### src/rtl/ea_gen.sv
`default_nettype none
// ============================================================================
// Module   : ea_gen
// Brief    : LC-3 effective-address stage. Computes ADDR1 + ADDR2, resolves
//            LDI/STI pointer indirection over a memory read, and hands the
//            final EA on over a valid/ready link.
//            Optional user-mode range check enabled by macro ACV_CHECK_EN.
// Revision : 1.0 - initial release
// ============================================================================
module ea_gen #(
    parameter logic [15:0] ACV_LO = 16'h3000,
    parameter logic [15:0] ACV_HI = 16'hFE00
) (
    input  logic        clk,
    input  logic        rst_n,
    input  logic        in_valid,
    output logic        in_ready,
    input  logic [15:0] ir,
    input  logic [15:0] pc,
    input  logic [15:0] base_r,
    input  logic        addr1_sel,
    input  logic [1:0]  addr2_sel,
    input  logic        indirect,
    input  logic        priv,
    output logic        out_valid,
    input  logic        out_ready,
    output logic [15:0] out_ea,
    output logic        acv,
    output logic        mem_req,
    output logic [15:0] mem_addr,
    input  logic        mem_ack,
    input  logic [15:0] mem_rdata
);

    localparam logic [1:0] c_idle    = 2'd0;
    localparam logic [1:0] c_ind_req = 2'd1;
    localparam logic [1:0] c_done    = 2'd2;

    logic [1:0]  r_state;
    logic [1:0]  w_state_nxt;
    logic [15:0] r_ea;
    logic [15:0] w_ea_nxt;
    logic        r_acv;
    logic        w_acv_nxt;
    logic [15:0] w_addr1;
    logic [15:0] w_addr2;
    logic [15:0] w_sum;
    logic        w_accept;
    logic        w_acv_acc;
    logic        w_acv_ptr;

    assign w_addr1  = addr1_sel ? base_r : pc;
    assign w_sum    = w_addr1 + w_addr2;
    assign w_accept = (r_state == c_idle) && in_valid;

    always_comb begin
        w_addr2 = 16'h0000;
        case (addr2_sel)
            2'b01:   w_addr2 = {{10{ir[5]}}, ir[5:0]};
            2'b10:   w_addr2 = {{7{ir[8]}},  ir[8:0]};
            2'b11:   w_addr2 = {{5{ir[10]}}, ir[10:0]};
            default: w_addr2 = 16'h0000;
        endcase
    end

    // Opcode bits never feed the address path.
    wire w_unused_ir = &{1'b0, ir[15:11]};

`ifdef ACV_CHECK_EN
    logic r_priv;

    always_ff @(posedge clk or negedge rst_n) begin
        if (!rst_n)
            r_priv <= 1'b0;
        else if (w_accept)
            r_priv <= priv;
    end

    assign w_acv_acc = priv   & ((w_sum < ACV_LO)     | (w_sum >= ACV_HI));
    assign w_acv_ptr = r_priv & ((mem_rdata < ACV_LO) | (mem_rdata >= ACV_HI));
`else
    assign w_acv_acc = 1'b0;
    assign w_acv_ptr = 1'b0;
    wire w_unused_acv = &{1'b0, priv, ACV_LO, ACV_HI};
`endif

    always_comb begin
        w_state_nxt = r_state;
        w_ea_nxt    = r_ea;
        w_acv_nxt   = r_acv;
        case (r_state)
            c_idle: begin
                if (in_valid) begin
                    w_ea_nxt    = w_sum;
                    w_acv_nxt   = w_acv_acc;
                    // A violating pointer address is reported without being read.
                    w_state_nxt = (indirect && !w_acv_acc) ? c_ind_req : c_done;
                end
            end
            c_ind_req: begin
                if (mem_ack) begin
                    w_ea_nxt    = mem_rdata;
                    w_acv_nxt   = w_acv_ptr;
                    w_state_nxt = c_done;
                end
            end
            c_done: begin
                if (out_ready)
                    w_state_nxt = c_idle;
            end
            default: w_state_nxt = c_idle;
        endcase
    end

    always_ff @(posedge clk or negedge rst_n) begin
        if (!rst_n) begin
            r_state <= c_idle;
            r_ea    <= 16'h0000;
            r_acv   <= 1'b0;
        end else begin
            r_state <= w_state_nxt;
            r_ea    <= w_ea_nxt;
            r_acv   <= w_acv_nxt;
        end
    end

    assign in_ready  = (r_state == c_idle);
    assign out_valid = (r_state == c_done);
    assign mem_req   = (r_state == c_ind_req);
    assign mem_addr  = r_ea;
    assign out_ea    = r_ea;
    assign acv       = r_acv;

endmodule
`default_nettype wire

### config.mk
export PLATFORM = sky130hd
export DESIGN_NAME = ea_gen
export DESIGN_NICKNAME = d
export VERILOG_FILES = /design/src/rtl/ea_gen.sv
export SDC_FILE = /design/constraint.sdc
export NUM_CORES = 1
export LEC_CHECK = 0
export ABC_AREA = 0
export ABC_CLOCK_PERIOD_IN_PS = 3560
export CORE_ASPECT_RATIO = 1.5
export CORE_MARGIN = 2
export CORE_UTILIZATION = 43
export DETAILED_ROUTE_END_ITERATION = 8
export PLACE_DENSITY = 0.87
export SLEW_MARGIN = 20
export SYNTH_ARGS = -nofsm -noshare
export SYNTH_HDL_FRONTEND = slang
export SYNTH_SLANG_ARGS = --single-unit
### constraint.sdc
create_clock -name clk -period 3.56 [get_ports clk]
set_input_delay 0.356 -clock clk [delete_from_list [all_inputs] [get_ports clk]]
set_output_delay 0.356 -clock clk [all_outputs]
set_load 0.1 [all_outputs]
Word-level counts from Yosys, hierarchy flattened
Index checks and enable logic that the tools add are counted.
{"block": "classes", "n_reduce_logical": 4, "muxes": 13, "multipliers": 0, "n_div": 0, "order_cmp": 0, "n_bitwise": 0, "n_addsub": 1, "n_eq_ne": 8, "n_shift": 0}
{"op": "16-bit two-way mux", "count": 3}
{"op": "16-bit case mux with 3 select lines", "count": 1}
{"op": "16-bit case mux with 2 select lines", "count": 1}
{"op": "16-bit adder", "count": 1}
{"op": "2-bit two-way mux", "count": 4}
{"op": "2-bit equality test, second input constant", "count": 3}
{"op": "2-bit case mux with 3 select lines", "count": 1}
{"op": "3-bit AND reduction", "count": 2}
{"op": "2-bit by 1-bit equality test with 1-bit output, second input constant", "count": 2}
{"op": "2-bit by 1-bit inequality test with 1-bit output, second input constant", "count": 2}
{"op": "2-bit logical NOT", "count": 1}
{"op": "1-bit two-way mux", "count": 2}
{"op": "2-bit inequality test, second input constant", "count": 1}
{"op": "1-bit case mux with 2 select lines", "count": 1}
{"op": "2-bit nonzero test", "count": 1}
{"block": "word_totals", "inputBits": 74, "out_inout_bits": 36, "latch_bits": 0, "regBits": 19, "n_memories": 0, "ram_bits": 0, "wordCells": 29, "rom_bits": 0}

Depth between registers and ports, before layout
Gate-level depths: netlist (run 1).
{"block": "logic_depth", "depth_word": 5, "depth_mapped": 11, "depth_no_buf": 11}

Worst setup path before layout (run 1)
OpenSTA, ideal clock, no wires.
{"block": "synth_path", "path_type": "register to register", "from": "reg r_state[1]", "to": "reg r_ea[13], in the netlist mem_addr[13]", "setup_ps": 120, "path_stages_with_launch": 7, "t_required_ps": 3440, "path_slack_ps": 675, "arrival_ps": 2765, "period_less_slack_ps": 2885, "path_cell_list": "dfrtp_1 > clkbuf_1 > nor2_1 > nand2_1 > or3_1 > mux2i_1 > nor2_1"}
{"block": "synth_between", "elab_chain_cells": 3, "word_cells_on_any_way": 7, "cone_classes": "eq/ne: 3; mux: 1; reduce/logical: 3"}
{"element": "start: declaration", "line_no": "39", "source": "logic [1:0] r_state;"}
{"element": "start signal: assignment", "line_no": "117", "source": "r_state <= c_idle;"}
{"element": "start signal: assignment", "line_no": "121", "source": "r_state <= w_state_nxt;"}
{"element": "2-bit logical NOT *"}
{"element": "named net in_ready", "line_no": "17", "source": "output logic in_ready,"}
{"element": "2-bit inequality test (no line) or 2-bit nonzero test (tied branches)"}
{"element": "3-bit AND reduction (no line)"}
{"element": "end signal: assignment", "line_no": "122", "source": "r_ea <= w_ea_nxt;"}
{"element": "end: declaration", "line_no": "41", "source": "logic [15:0] r_ea;"}
Mark *: on every way through the listed nets, which the timed path passes. The rest lies on a longest branch.
A chain may end at the register's enable or synchronous reset.

Final worst setup path (run 1)
{"block": "layout_path", "from": "in addr1_sel", "to": "reg r_ea[14], in the netlist mem_addr[14]"}
{"block": "layout_between", "elab_chain_cells": 4}
{"element": "start: declaration", "line_no": "21", "source": "input logic addr1_sel,"}
{"element": "16-bit two-way mux", "line_no": "52", "source": "assign w_addr1 = addr1_sel ? base_r : pc;"}
{"element": "16-bit adder", "line_no": "53", "source": "assign w_sum = w_addr1 + w_addr2;"}
{"element": "16-bit two-way mux", "line_no": "93", "source": "if (in_valid) begin"}
{"element": "16-bit case mux with 2 select lines", "line_no": "91", "source": "case (r_state)"}
Every way passes these cells. The select of a mux whose other input is x is not followed.

==> flow_summary.json, run 1 <==
{
  "outcome": "completed",
  "dpl.hpwl_um": 4550,
  "overflow": 0,
  "power.leakage_nw": 1.26,
  "fp-row-count": 30,
  "regToRegSetupSlack_ns": 1.60,
  "dr.max_layer_used": "met4",
  "clock-sinks": 18,
  "timing.rr.start": "r_state[0]$_DFFE_PN0P_",
  "dpl.cell_count": 398,
  "holdWs_ns": 0.514,
  "die_area_um2": 5360,
  "syn_area_um2": 2050,
  "required_ns": 3.69,
  "avgSynthCellArea_um2": 8.06,
  "cts_tree": "built",
  "cp_top_family": "buffers and inverters",
  "antenna_found_initial": 0,
  "cts_root_buffer": "clkbuf_8",
  "grt_pass1_vias": 2037,
  "power-per-cell-area_nw_per_um2": 975,
  "wl_met2_um": 2960,
  "nNetsFinal": 426,
  "ys_warn_count": 0,
  "cts_hold_buffers": 0,
  "setup_violations": 0,
  "finalSetupTns_ns": 0,
  "cp_num_cells": 11,
  "syn_nets": 342,
  "antenna_cells": 0,
  "rsz0062_at_grt": "false",
  "synth_seq_area_share_pct": 21.9,
  "syn_to_final_growth_pct": 48.8,
  "cts_buffers": 3,
  "crit_start": "addr1_sel",
  "yosysTopAreaCell": "dfrtp_1",
  "core-area_um2": 4580,
  "maxCapViolCount": 0,
  "grt_max_degree": 24,
  "synthTopCellsByCount": "23 x nand2_1, 23 x o21ai_0, 19 x a21oi_1",
  "ir_drop_uv": 410,
  "htreeDepth": 1,
  "port_buffers": 102,
  "fill_cells": 403,
  "netlist.area_leader.share_pct": 21.9,
  "reg2reg_depth": 6,
  "finClkSkew_ns": 0.00519,
  "async_flop_share_pct": 100,
  "wl_met3_um": 226,
  "cts_buffer_depth": 2,
  "postPlaceCellArea_um2": 3000,
  "maxSlewViolCount": 0,
  "post-route-drc-count": 0,
  "relSlewSlack_pct": 32.6,
  "finalPower_w": 0.00298,
  "crit_arrival_ns": 3.32,
  "grt_usage_pct": 20.8,
  "postCtsSetupBuffers": 0,
  "io_pins": 110,
  "synth-main-ff-cell": "dfrtp_1",
  "die_h_um": 88.7,
  "crit_chain": "clkdlybuf4s50_1, mux2_2, ha_1, inv_1, fa_1, nor2b_1, o31ai_1, a211oi_1, o21ai_0, nor4b_1, nor3_1",
  "cp-end-kind": "flop",
  "cts-resized-gates": 0,
  "fin_crit_ns": 3.18,
  "synthCells": 255,
  "r2r-end": "mem_addr[13]$_DFFE_PN0P_",
  "synth_edf_count": 0,
  "met1_length_um": 2120,
  "tightest_slew_ns": 1.01,
  "die_w_um": 60.4,
  "totalWireLength_um": 5420,
  "crit_path_end": "mem_addr[14]$_DFFE_PN0P_",
  "synth_area_leaders": "dfrtp_1 22%, ha_1 7.3%, mux2_2 7.1%, buf_4 6.6%, o21ai_0 5.6%",
  "firstDrtPassIters": 4,
  "vias": 2134,
  "ys_types": 51,
  "setup.worst_path.start_class": "input pin",
  "critPathKind": "in2reg",
  "cp.buffers_inverters": 2,
  "cp_slowest_stage_delay_ns": 0.78,
  "hold_viol_final": 0,
  "clkSlewWorstSetupHoldPaths_ns": 0.07,
  "post-route-period-util_pct": 89.5,
  "postRouteAntennaNets": 0,
  "slowest_stage": "clkdlybuf4s50_1",
  "ys_ff_latch": 18,
  "grt_pass1_wl_um": 8800,
  "final_area_um2": 3060,
  "place.gp.congestion": 0.797,
  "hold_path.class": "reg2reg",
  "avgViaCountPerCell": 5.31,
  "wire_per_inst_um": 13.5,
  "clk_latency_ns": 0.25,
  "layout.cells.non_filler": 402,
  "drtIter0Drc": 80,
  "max_clock_freq_mhz": 314,
  "crit_fanout": 11,
  "start_util_pct": 44.9,
  "drive_gt1_share_pct": 8.58
}
==> state kept, by name, indices dropped and copies added (netlist names) <==
signal,count
mem_addr,16
r_state,2
==> report_power, final <==
group	internal [W]	switching, W	leakage [nW]
combinational	0.000579	0.00184	1.01
sequential	0.000306	0.0000910	0.215
clock	0.0000982	0.0000659	0.0288
total	0.000983	0.00200	1.26
==> layout by cell type, fill, tap and decap left out, types with 6 or more instances in the layout <==
cell / n
mux2_2: 13
a21oi_1: 19
nor2b_1: 8
dfrtp_1: 18
ha_1: 12
mux2i_1: 11
nor2_1: 18
or3_1: 9
inv_1: 7
clkdlybuf4s50_1: 101
o22ai_1: 6
o21ai_0: 23
xnor2_1: 7
nand2_1: 23
==> per-stage QoR <==
stage / worst slack (ns) / utilization [%]
2_1_floorplan: 0.675 / -
3_3_place_gp: 0.209 / 65.6
3_5_place_dp: 0.107 / 65.6
4_1_cts: 0.377 / 66.8
5_1_grt: 0.0562 / 66.8
6_report: 0.375 / 66.8
==> layout make-up <==
type | count | area, um2 | share of cell area [%]
repair buffers | 105 | 1040 | 34.0
well taps | 64 | 80.1 | 2.62
flip-flops and latches | 18 | 450 | 14.7
multi-input cells | 203 | 1400 | 45.7
clock buffers | 4 | 55.1 | 1.80
inverters | 8 | 35.0 | 1.15
==> worst min-delay path by stage <==
stage,slack (ns),start,end,cells past startpoint
global route,0.55,mem_addr[5]$_DFFE_PN0P_,mem_addr[5]$_DFFE_PN0P_,2
CTS,0.52,mem_addr[5]$_DFFE_PN0P_,mem_addr[5]$_DFFE_PN0P_,2
global placement,0.49,mem_addr[5]$_DFFE_PN0P_,mem_addr[5]$_DFFE_PN0P_,2
detailed placement,0.51,mem_addr[5]$_DFFE_PN0P_,mem_addr[5]$_DFFE_PN0P_,2
floorplan,0.06,rst_n,mem_addr[0]$_DFFE_PN0P_,0
finish,0.51,mem_addr[5]$_DFFE_PN0P_,mem_addr[5]$_DFFE_PN0P_,2
==> layer usage <==
layer  vias to the layer above  global-route usage, %
li1                       1075                      -
met1                       976                   25.6
met2                        72                   37.5
met3                        11                   1.02
met4                         0                   8.10
met5                         -                      0
==> cell families after synthesis <==
family,count (synthesis),share of synthesized area (%)
mux,24,12.5
simple gates,74,17.4
other cells,1,0.183
fa+ha+maj,15,9.38
xor+xnor,11,5.06
compound gates,78,23.4
flops,18,21.9
buf+inv,34,10.1
==> worst register-to-register path, cell delays in order, from the launching register on <==
cell     delay, ns
dfrtp_1       0.45
mux2i_1       0.25
or2_1         0.54
or3_1         0.19
o21ai_0       0.09
a311o_1       0.30
nor2_1        0.08
Note: power is estimated with default switching activity, not from simulation.
==> run 2: changes to the inputs <==
- CTS_CLUSTER_SIZE: not set -> 25
==> results of run 2 <==
Final layout, timing and power as in run 1 (identical DEF).
